<file path="config.mk">
export PLATFORM = sky130hd
export DESIGN_NAME = xor_scrambler
export DESIGN_NICKNAME = d
export VERILOG_FILES = /design/src/rtl/xor_scrambler.sv
export SDC_FILE = /design/constraint.sdc
export NUM_CORES = 1
export LEC_CHECK = 0
export CORE_MARGIN = 5
export CORE_UTILIZATION = 45
export DETAILED_ROUTE_END_ITERATION = 16
export PLACE_DENSITY = 0.74
export SLEW_MARGIN = 20
export SYNTH_ARGS = -nofsm -noshare
export SYNTH_HDL_FRONTEND = slang
export SYNTH_SLANG_ARGS = --single-unit
</file>
<file path="constraint.sdc">
create_clock -name clk_in -period 2.14 [get_ports clk_in]
set_input_delay 0.535 -clock clk_in [delete_from_list [all_inputs] [get_ports clk_in]]
set_output_delay 0.535 -clock clk_in [all_outputs]
set_load 0.01 [all_outputs]
</file>
<file path="src/rtl/xor_scrambler.sv">
// Additive (XOR) scrambler/descrambler with an LFSR keystream.
// The same block scrambles on TX and descrambles on RX, because XOR with an identical keystream undoes itself.
// It has a single registered output stage with valid/ready handshakes on both sides.
// Each frame can be reseeded, and a bypass mode passes data through unchanged.
module xor_scrambler #(
  parameter int                  WIDTH    = 8,
  parameter int                  LFSR_LEN = 7,
  parameter logic [LFSR_LEN-1:0] POLY     = 7'h60,
  parameter logic [LFSR_LEN-1:0] SEED     = 7'h7F
) (
  input  logic                clk_in,
  input  logic                rst_n_in,
  input  logic                mode_in,
  input  logic                seed_load_in,
  input  logic [LFSR_LEN-1:0] seed_in,
  input  logic                in_valid,
  output logic                in_ready,
  input  logic [WIDTH-1:0]    in_data,
  input  logic                in_sof,
  output logic                out_valid,
  input  logic                out_ready,
  output logic [WIDTH-1:0]    out_data,
  output logic                out_sof,
  output logic [LFSR_LEN-1:0] lfsr_state_out
);

  logic [LFSR_LEN-1:0] lfsr;
  logic [LFSR_LEN-1:0] seed_q;
  logic [LFSR_LEN-1:0] seed_sanitised;
  logic [LFSR_LEN-1:0] seed_eff;
  logic [LFSR_LEN-1:0] start_state;
  logic [LFSR_LEN-1:0] step_state;
  logic [LFSR_LEN-1:0] adv_state;
  logic [WIDTH-1:0]    key;
  logic                accept;

  // The output register can take a new beat when it is empty or is being drained this cycle.
  assign in_ready = !out_valid || out_ready;
  assign accept   = in_valid && in_ready;

  // A zero seed would lock the LFSR, so it is replaced with the default seed.
  assign seed_sanitised = (seed_in == '0) ? SEED : seed_in;

  // A seed written in the same cycle as a start-of-frame beat already applies to that beat.
  assign seed_eff = seed_load_in ? seed_sanitised : seed_q;

  assign lfsr_state_out = lfsr;

  // Pick the LFSR state this beat starts from: the seed on a new frame, otherwise the running state.
  always_comb begin
    start_state = lfsr;
    if (in_sof) begin
      start_state = seed_eff;
    end
    if (start_state == '0) begin
      start_state = SEED;
    end
  end

  // Step the LFSR WIDTH times, LSB first, collecting each MSB as a key bit.
  always_comb begin
    step_state = start_state;
    key        = '0;
    for (int j = 0; j < WIDTH; j++) begin
      key[j]     = step_state[LFSR_LEN-1];
      step_state = {step_state[LFSR_LEN-2:0], ^(step_state & POLY)};
    end
    adv_state = step_state;
  end

  // The seed register updates whenever it is written, regardless of the data handshake.
  always_ff @(posedge clk_in or negedge rst_n_in) begin
    if (!rst_n_in) begin
      seed_q <= SEED;
    end else if (seed_load_in) begin
      seed_q <= seed_sanitised;
    end
  end

  // This is the output stage and keystream state.
  // Both change only on an accepted beat; out_valid clears once the held beat is taken.
  always_ff @(posedge clk_in or negedge rst_n_in) begin
    if (!rst_n_in) begin
      out_valid <= 1'b0;
      out_data  <= '0;
      out_sof   <= 1'b0;
      lfsr      <= SEED;
    end else if (accept) begin
      out_valid <= 1'b1;
      out_sof   <= in_sof;
      if (mode_in) begin
        out_data <= in_data ^ key;
        lfsr     <= adv_state;
      end else begin
        out_data <= in_data;
        lfsr     <= start_state;
      end
    end else if (out_ready) begin
      out_valid <= 1'b0;
    end
  end

endmodule

</file>
==> results.md, run 1 <==
- Outcome: complete, no violations
- Initial Util: a little under half
- Clock H-tree levels: 1
- CP dominant cell by count: buf_4
- Clock Tree Root: clkbuf_4
- Reg2reg setup slack: about 0.26 ns
- Die area: ~4900 sq um
- Peak supply drop: 0.407 mV
- Max cap viols: 0
- CTS clk-pin slew, worst paths: between 0.1 and 0.15 ns
- Final hold vios: 0
- Area growth syn-to-layout: 49.1%
- Nets@finish: 280
- Area contributors post-synth: dfstp_2 23%, dfrtp_1 15%, nor2_1 6.7%, nand2_1 4.6%, nor3_1 3.4%
- CTS tree: done
- Leakage: a little over 1 nW
- Total CTS buffers: 3
- WS Path Type: in2reg
- Pre-antenna DRT Iters: 5
- Buffers on Ports: 39
- CP Cell Sequence: buf_6, or4_4, o21ai_4, a222oi_1, buf_4, and4_4, buf_2, buf_4, nand2_1, nand3_2
- Highest Clock Rate: 481 MHz
- Row cnt: 21
- Drt drc: 0
- DR vias/cell: between 5 and 6
- RSZ-0062 raised after global routing: false
- Die H: 69.9 um
- CP Launch Type: input pin
- Clock Latency Late Sink: 0.34 ns
- Final setup TNS: 0 ns
- Synth Instances: between 150 and 200
- WP buf/inv: 4
- Slew headroom: 62.2%
- Final std cells w/o fill: slightly above 300
- # IOs: 40
- CP max-delay cell: or4_4
- Sink Count: 24
- Hold Crit Class: reg2reg
- Chip width: between 60 and 70 um
- Area of the mapped netlist: 1620 sq um
- Required time worst endpoint: 2.38 ns
- Seq/Total Area, Yosys: 38.3%
- Pwr Density: between 600 and 700 nW/um^2
- Fraction of layout cells with a size suffix above 1: about a third
- First-pass GRT wire length: approximately 8700 um
- Setup Skew: around 0.0055 ns
- CP delay by family, top: simple AND/OR/NAND/NOR gates
- Final Slew Violations: 0
- Remaining antenna violation count: 0
- Initial antenna violation count: 0
- Post-place instance area: 2250 sq um
- CP arrival: 2.32 ns
- Max Buffers Root-to-Sink: 2
- Commonest cells post-synth: 29 x nor2_1, 20 x nand2_1, 14 x dfstp_2, 11 x nor3_1, 10 x dfrtp_1
- Worst Max-Slew Pin Slew: about 0.57 ns
- Final worst path period need: approximately 2.1 ns
- Yosys top cell area share: about 23%
- All-Layer GR Usage: between 20% and 30%
- EDFF count, synth: 0
- Routed Wire Length: between 4000 and 5000 um
- Crit path max fanout: 8
- Crit end category: register
- Crit path largest cell delay: roughly 0.6 ns
- Initial DRC count: 71
- Post-route cell area: around 2400 sq um
- Area leader, netlist: dfstp_2
- Routed len/inst: ~16 um
- Main synth FF type: dfstp_2
- Fin crit share: about 97%
- Core ar.: between 3000 and 4000 sq um
- FFs w/ async S/R, synth: between 90% and 100%
- Dpl hpwl: roughly 3600 um
- Pin count of the biggest net entering global routing: 25
- Synth warn: 0
- Mean Syn Cell Area: approximately 8.5 sq um
- DR vias: ~1,700
- Core Util, Final: between 70% and 80%
- Syn nets: about 210
- Placed cell count: approximately 290
- Final setup viols: 0
- Post-synthesis register bit count: 24
- Top-count cell post-synth: nor2_1
- GP Congestion: 0.891
- GR Overflow Total: 0
- Hold_buf cts: 0
- Synth cell types: 47
- Ant diodes: 0
- Vias in the first global route: 1,802
[final cells by class]
class | instances | area [sq um]
clock buffer | 4 | 36.3
tap | 46 | 57.6
fill | 286 | 1010
timing repair buffer | 76 | 669
sequential | 24 | 618
inverter | 4 | 15.0
multi-input combinational | 149 | 1010
[per-layer routing]
layer,part of all wire [%],up-vias,track usage (%)
li1,-,821,-
met4,1.5,0,7.23
met1,40,844,24.0
met3,6.0,8,5.60
met5,0,-,0
met2,52,56,39.6
[per-stage QoR]
stage	total power [mW]	setup slack [ns]	hold slack (ns)
3_5_place_dp	1.30	-0.775	0.471
3_3_place_gp	1.28	-0.701	0.459
4_1_cts	1.58	-0.0194	0.491
6_report	1.60	0.0619	0.488
2_1_floorplan	0.952	-0.183	0.239
5_1_grt	1.69	0.00648	0.527
[worst min-delay path: stages (launching register included)]
cell and delay (ns):
dfstp_2 0.40, nand2_1 0.05, o31ai_1 0.06
[flip-flops by register name (all words and copies together), names as in the netlist]
signal / flops
out_valid: 1
seed_q: 7
out_data: 8
out_sof: 1
lfsr_state_out: 7
[logic make-up (layout without fill, tap and decap cells)]
kind of cell    after synthesis  in the layout  share of synthesized area, %
compound gates               40             40                          20.2
xor+xnor                      8              8                          4.34
buf+inv                      18             84                          4.88
flops                        24             24                          38.3
mux                           2              2                          1.32
simple gates                 99             99                          31.0
[final timing paths]
kind / startpoint / end / cells after the start
max: seed_in[6] / out_data[6] / 10
min: lfsr_state_out[3] / lfsr_state_out[3] / 2
max reg2reg: seed_q[3] / out_data[0] / 7
min reg2reg: lfsr_state_out[3] / lfsr_state_out[3] / 2
max in group asynchronous: rst_n_in / seed_q[5] / 2
min in group asynchronous: rst_n_in / out_data[6] / 2
[layout by cell type (no fill, tap or decap), drive strengths merged, types with 3 or more instances in the layout]
master	synthesis	routed
inv	4	4
nor2	29	29
buf	5	43
a221oi	6	6
clkbuf	9	7
and3b	3	3
and3	6	6
xnor2	3	3
a31oi	3	3
a21oi	8	8
o21ai	8	8
and2	5	5
xor2	5	5
clkdlybuf4s50	0	29
dfstp	14	14
nor3	11	11
nand2	20	20
or3	8	8
dfrtp	10	10
nand2b	3	3
nand3	7	7
[where the power goes]
group | total (mW) | leakage, nW | internal (mW) | switching [mW]
clock network | 0.260 | 0.0210 | 0.105 | 0.155
logic | 0.697 | 0.728 | 0.374 | 0.322
registers | 0.640 | 0.266 | 0.570 | 0.0697
total | 1.60 | 1.01 | 1.05 | 0.547
[repair_timing]
item	in CTS	in global routing
endpoints found under the setup margin	16	14
setup buffers	7	1
pin swaps	8	8
endpoints found under the hold margin	0	0
cloned	1	0
resized for setup	49	12
Power figures use the tool's default switching activity.
==> run 2, diff against run 1 <==
Settings changed: REMOVE_ABC_BUFFERS set to 1, SKIP_CTS_REPAIR_TIMING set to 1.
==> run 2 against run 1 <==
  * The flow now finishes with violations (negative setup slack)
  * Worst hold slack gained 0.0050 ns
  * Die area is the same
  * Clock power shrank 18%
  * Count of clock-buffer cells in the layout is the same
  * Via count shrank 4.0%
  * Non-clock buffer count grew 8
  * Register-to-register slack lost 0.05 ns
  * Final area grew 1.4%
  * First-iteration DRC count shrank 21%
  * Critical path depth shrank 2
  * Cell count grew 2.6%
  * Sequential power shrank 0.8%
  * Critical endpoint is now out_data[3]
  * Highest routed layer is now met3
==> results.md, run 2 (synthesized netlist as in run 1, its figures left out) <==
- Reg-to-reg endpoint: out_data[5]
- Clock Tree Root: clkbuf_4
- CP max-delay cell: or4_4
- First-pass GRT wire length: 7620 um
- Pwr Density: approximately 630 nW/um^2
- Clock Latency Late Sink: 0.32 ns
- Initial Util: roughly 47%
- Area growth syn-to-layout: 51.1%
- Final Slew Violations: 0
- Initial DRC count: 56
- Core Util, Final: a little under three quarters
- Highest Clock Rate: between 400 and 500 MHz
- GP Congestion: between 0.9 and 1
- Pin count of the biggest net entering global routing: 25
- Reg2reg setup slack: about 0.21 ns
- Total CTS buffers: 3
- Final worst path period need: approximately 2.1 ns
- All-Layer GR Usage: 18.4%
- CP Launch Type: input pin
- Max Buffers Root-to-Sink: 2
- Remaining antenna violation count: 0
- Max reg flops: 8
- Worst Max-Slew Pin Slew: about 0.44 ns
- Max cap viols: 0
- Leakage: about 1.1 nW
- Reg2Reg Depth: 8
- Routed len/inst: 14.3 um
- Post-place instance area: around 2300 sq um
- Overall power: around 1.5 mW
- Slew headroom: between 70% and 80%
- Hold Path End: lfsr_state_out[0]
- Crit end category: register
- CP arrival: 2.40 ns
- Clock H-tree levels: 1
- WS Path Type: in2reg
- Worst hold start: lfsr_state_out[0]
- Die area: ~4900 sq um
- DR vias: around 1,700
- Row cnt: 21
- Final setup viols: 1
- Vias in the first global route: about 1,700
- GR Overflow Total: 0
- Initial antenna violation count: 0
- Worst hold slack: 0.493 ns
- CTS clk-pin slew, worst paths: 0.14 ns
- Peak supply drop: roughly 0.42 mV
- Final std cells w/o fill: 311
- Hold Crit Class: reg2reg
- Failing checks: negative setup slack
- Drt drc: 0
- Sink Count: 24
- Die H: approximately 70 um
- # IOs: 40
- Placed cell count: just under 300
- Required time worst endpoint: 2.39 ns
- Pre-antenna DRT Iters: 4
- CP Cell Sequence: buf_6, or4_4, o21bai_4, o221ai_4, and4_4, buf_6, or3_1, nand3_1
- Final WS setup: -0.00856 ns
- WHS Path Cells: 2
- CP dominant cell by count: buf_6
- # fillers: ~270
- Crit path largest cell delay: a little under 0.6 ns
- RSZ-0062 raised after global routing: true
- Post-route cell area: about 2400 sq um
- Chip width: between 60 and 70 um
- Largest reg by FF count: out_data
- Routed Wire Length: between 4000 and 5000 um
- Fin crit share: 100%
- Dpl hpwl: 3300 um
- Most common cell after layout, fill and taps aside: buf_4
- Ant diodes: 0
- Buffers on Ports: 39
- Final hold vios: 0
- Core ar.: roughly 3400 sq um
- Fraction of layout cells with a size suffix above 1: between 30% and 40%
- DR vias/cell: 5.34
- Reg2reg start: seed_q[4]
- Setup Skew: 0.0143 ns
- Outcome: finished, violations left
- CTS tree: done
- Most frequent cells in the layout: 40 x buf_4, 29 x clkdlybuf4s50_1, 27 x nor2_1
- Nets@finish: around 290
- Crit path max fanout: 5
==> run 2: final cells by class <==
| class | count | area [sq um] | share of cell area (%) |
|---|---|---|---|
| sequential | 24 | 618 | 25.3 |
| multi-input combinational | 149 | 985 | 40.3 |
| timing repair buffer | 84 | 739 | 30.3 |
| inverter | 4 | 15.0 | 0.615 |
| clock buffer | 4 | 26.3 | 1.08 |
| tap | 46 | 57.6 | 2.36 |
==> run 2: layer usage <==
metal  vias up  track usage [%]  share of wire, %
met5         -                0                 0
met2        44             31.1                49
li1        831                -                 -
met1       785             24.5                46
met4         0             3.40                 0
met3         0             3.73               4.4
==> run 2: per-stage QoR <==
stage / setup slack [ns] / setup TNS [ns]
finish: -0.00856 / -0.00856
global route: -0.0552 / -0.187
CTS: -0.423 / -5.17
detailed placement: -0.745 / -10.09
global placement: -0.696 / -9.50
floorplan: -0.223 / -0.962
==> run 2: worst max path at each step <==
stage,cells past startpoint,start,to
final,8,seed_in[6],out_data[3]
after detailed placement,9,seed_in[0],out_data[2]
after global routing,10,in_sof,out_data[5]
after floorplan,6,seed_in[0],lfsr_state_out[4]
after global placement,9,seed_in[0],out_data[6]
after CTS,9,seed_in[0],out_data[2]
==> run 2: worst max-delay path: cells and delay by family <==
kind,cells,cell delay (ns)
AND/OR/NAND/NOR,4,1.27
AO/OA/AOI/OAI,2,0.39
buffers and inverters,2,0.21
==> run 2: report_power, final <==
| part | total, mW | internal [mW] | switching (mW) | leakage [nW] |
|---|---|---|---|---|
| combinational | 0.700 | 0.390 | 0.311 | 0.782 |
| clock | 0.213 | 0.0729 | 0.140 | 0.0150 |
| sequential | 0.635 | 0.570 | 0.0648 | 0.266 |
==> run 3, diff against run 2 <==
Settings changed: SETUP_SLACK_MARGIN set to 0.2, TNS_END_PERCENT set to 10.
==> run 3 against run 2 <==
  * The flow still finishes with violations (negative setup slack)
  * Clock power about the same
  * Register-to-register slack improved by 0.03 ns
  * Largest power group unchanged
  * Final area increased by 2.5%
  * Flip-flop and latch count unchanged
  * Clock skew about the same
  * Sequential share of layout area decreased by 0.61 points
  * Cell count unchanged
  * Critical path depth unchanged
  * First-iteration DRC count increased by 54%
==> results.md, run 3 (synthesized netlist as in run 1, its figures left out) <==
- Nets@finish: 288
- Final Slew Violations: 0
- CP dominant cell by count: buf_6
- WS Path Type: in2reg
- Hold Crit Class: reg2reg
- Initial Util: between 40% and 50%
- # IOs: 40
- CP Cell Sequence: buf_6, or4_4, o21bai_4, o221ai_4, and4_4, buf_6, or3_1, nand3_1
- DR vias: around 1,700
- Crit path largest cell delay: just under 0.6 ns
- Leakage: 1.14 nW
- Max reg flops: 8
- Routed len/inst: roughly 15 um
- Failing checks: negative setup slack
- Clock Tree Root: clkbuf_4
- Chip width: approximately 70 um
- Pin count of the biggest net entering global routing: 25
- Final setup viols: 1
- CTS clk-pin slew, worst paths: 0.14 ns
- Buffers on Ports: 39
- GR Overflow Total: 0
- Initial DRC count: 86
- CP arrival: 2.41 ns
- Required time worst endpoint: approximately 2.4 ns
- Area growth syn-to-layout: 54.8%
- Worst Max-Slew Pin Slew: approximately 0.45 ns
- CP Launch Type: input pin
- Ant diodes: 0
- Most frequent cells in the layout: 36 x buf_4, 27 x nor2_1, 22 x clkdlybuf4s50_1
- Remaining antenna violation count: 0
- Setup Skew: 0.0143 ns
- Die area: slightly below 5000 sq um
- DR vias/cell: about 5.4
- CTS tree: done
- Crit path max fanout: 5
- Final worst path period need: roughly 2.1 ns
- Clock H-tree levels: 1
- Largest reg by FF count: out_data
- GP Congestion: 0.924
- Initial antenna violation count: 0
- Vias in the first global route: 1,716
- Drt drc: 0
- WP buf/inv: 2
- Highest Clock Rate: 465 MHz
- RSZ-0062 raised after global routing: true
- Pwr Density: 625 nW/um^2
- Crit end category: register
- Slew headroom: a little over two thirds
- Core ar.: around 3400 sq um
- Routed Wire Length: ~4600 um
- Dpl hpwl: between 3000 and 4000 um
- Max Buffers Root-to-Sink: 2
- Pre-antenna DRT Iters: 4
- Row cnt: 21
- All-Layer GR Usage: ~18%
- Clock Latency Late Sink: around 0.32 ns
- Sink Count: 24
- Final WS setup: -0.00968 ns
- Peak supply drop: between 0.3 and 0.4 mV
- First-pass GRT wire length: about 7600 um
- Final hold vios: 0
- Max cap viols: 0
- Overall power: ~1.6 mW
- Fin crit share: 100%
- Core Util, Final: about three quarters
- Die H: between 60 and 70 um
- CP max-delay cell: or4_4
- Total CTS buffers: 3
- Most common cell after layout, fill and taps aside: buf_4
- Fraction of layout cells with a size suffix above 1: ~33%
- Outcome: finished, violations left
- CP delay by family, top: simple AND/OR/NAND/NOR gates
-- run 3: changes by cell type in the layout (fill, tap and decap cells not counted), sizes merged --
cell	change
buf	-1
clkdlybuf4s50	-7
dlymetal6s2s	+8
-- run 3: cell type report --
type	count	area, sq um
Clock buffer	4	26.3
Fill cell	270	915
Timing Repair Buffer	84	776
Sequential cell	24	618
Tap cell	46	57.6
Inverter	4	15.0
Multi-Input combinational cell	149	1010
-- run 3: where the power goes --
part | switching, mW | internal [mW]
clock | 0.143 | 0.0730
sequential | 0.0639 | 0.570
combinational | 0.325 | 0.388
total | 0.532 | 1.03
-- run 3: per-layer routing --
layer / GRT usage, % / vias to the layer above / part of all wire, %
li1: - / 828 / -
met1: 24.5 / 807 / 46
met2: 31.1 / 52 / 49
met3: 3.73 / 2 / 4.5
met4: 3.40 / 0 / 0.30
met5: 0 / - / 0
-- run 3: path summary, 6_finish.rpt --
check	startpoint	end	slack [ns]	cells after the start
max in group asynchronous	rst_n_in	lfsr_state_out[3]	1.29	2
min in group asynchronous	rst_n_in	out_sof	0.55	2
min reg2reg	out_sof	out_sof	0.49	2
max reg2reg	seed_q[4]	out_data[5]	0.24	8
min	out_sof	out_sof	0.49	2
max	seed_in[6]	out_data[2]	-0.01	8
-- run 3: metrics by stage --
stage | setup TNS (ns) | setup slack (ns) | area (sq um) | cells | hold WS [ns]
6_report | -0.00968 | -0.00968 | 2500 | 311 | 0.495
5_1_grt | -0.201 | -0.0775 | 2500 | 311 | 0.533
4_1_cts | -5.17 | -0.423 | 2290 | 301 | 0.494
3_5_place_dp | -10.09 | -0.745 | 2260 | 297 | 0.465
3_3_place_gp | -9.50 | -0.696 | 2260 | 297 | 0.455
2_1_floorplan | -0.962 | -0.223 | 1550 | 177 | 0.239
-- run 3: worst register-to-register path: cells and delay by family, from the launching register on --
family                 cells  cell delay, ns
AND/OR/NAND/NOR            2            0.46
buffers and inverters      2            0.29
AO/OA/AOI/OAI              4            0.70
flip-flops                 1            0.39
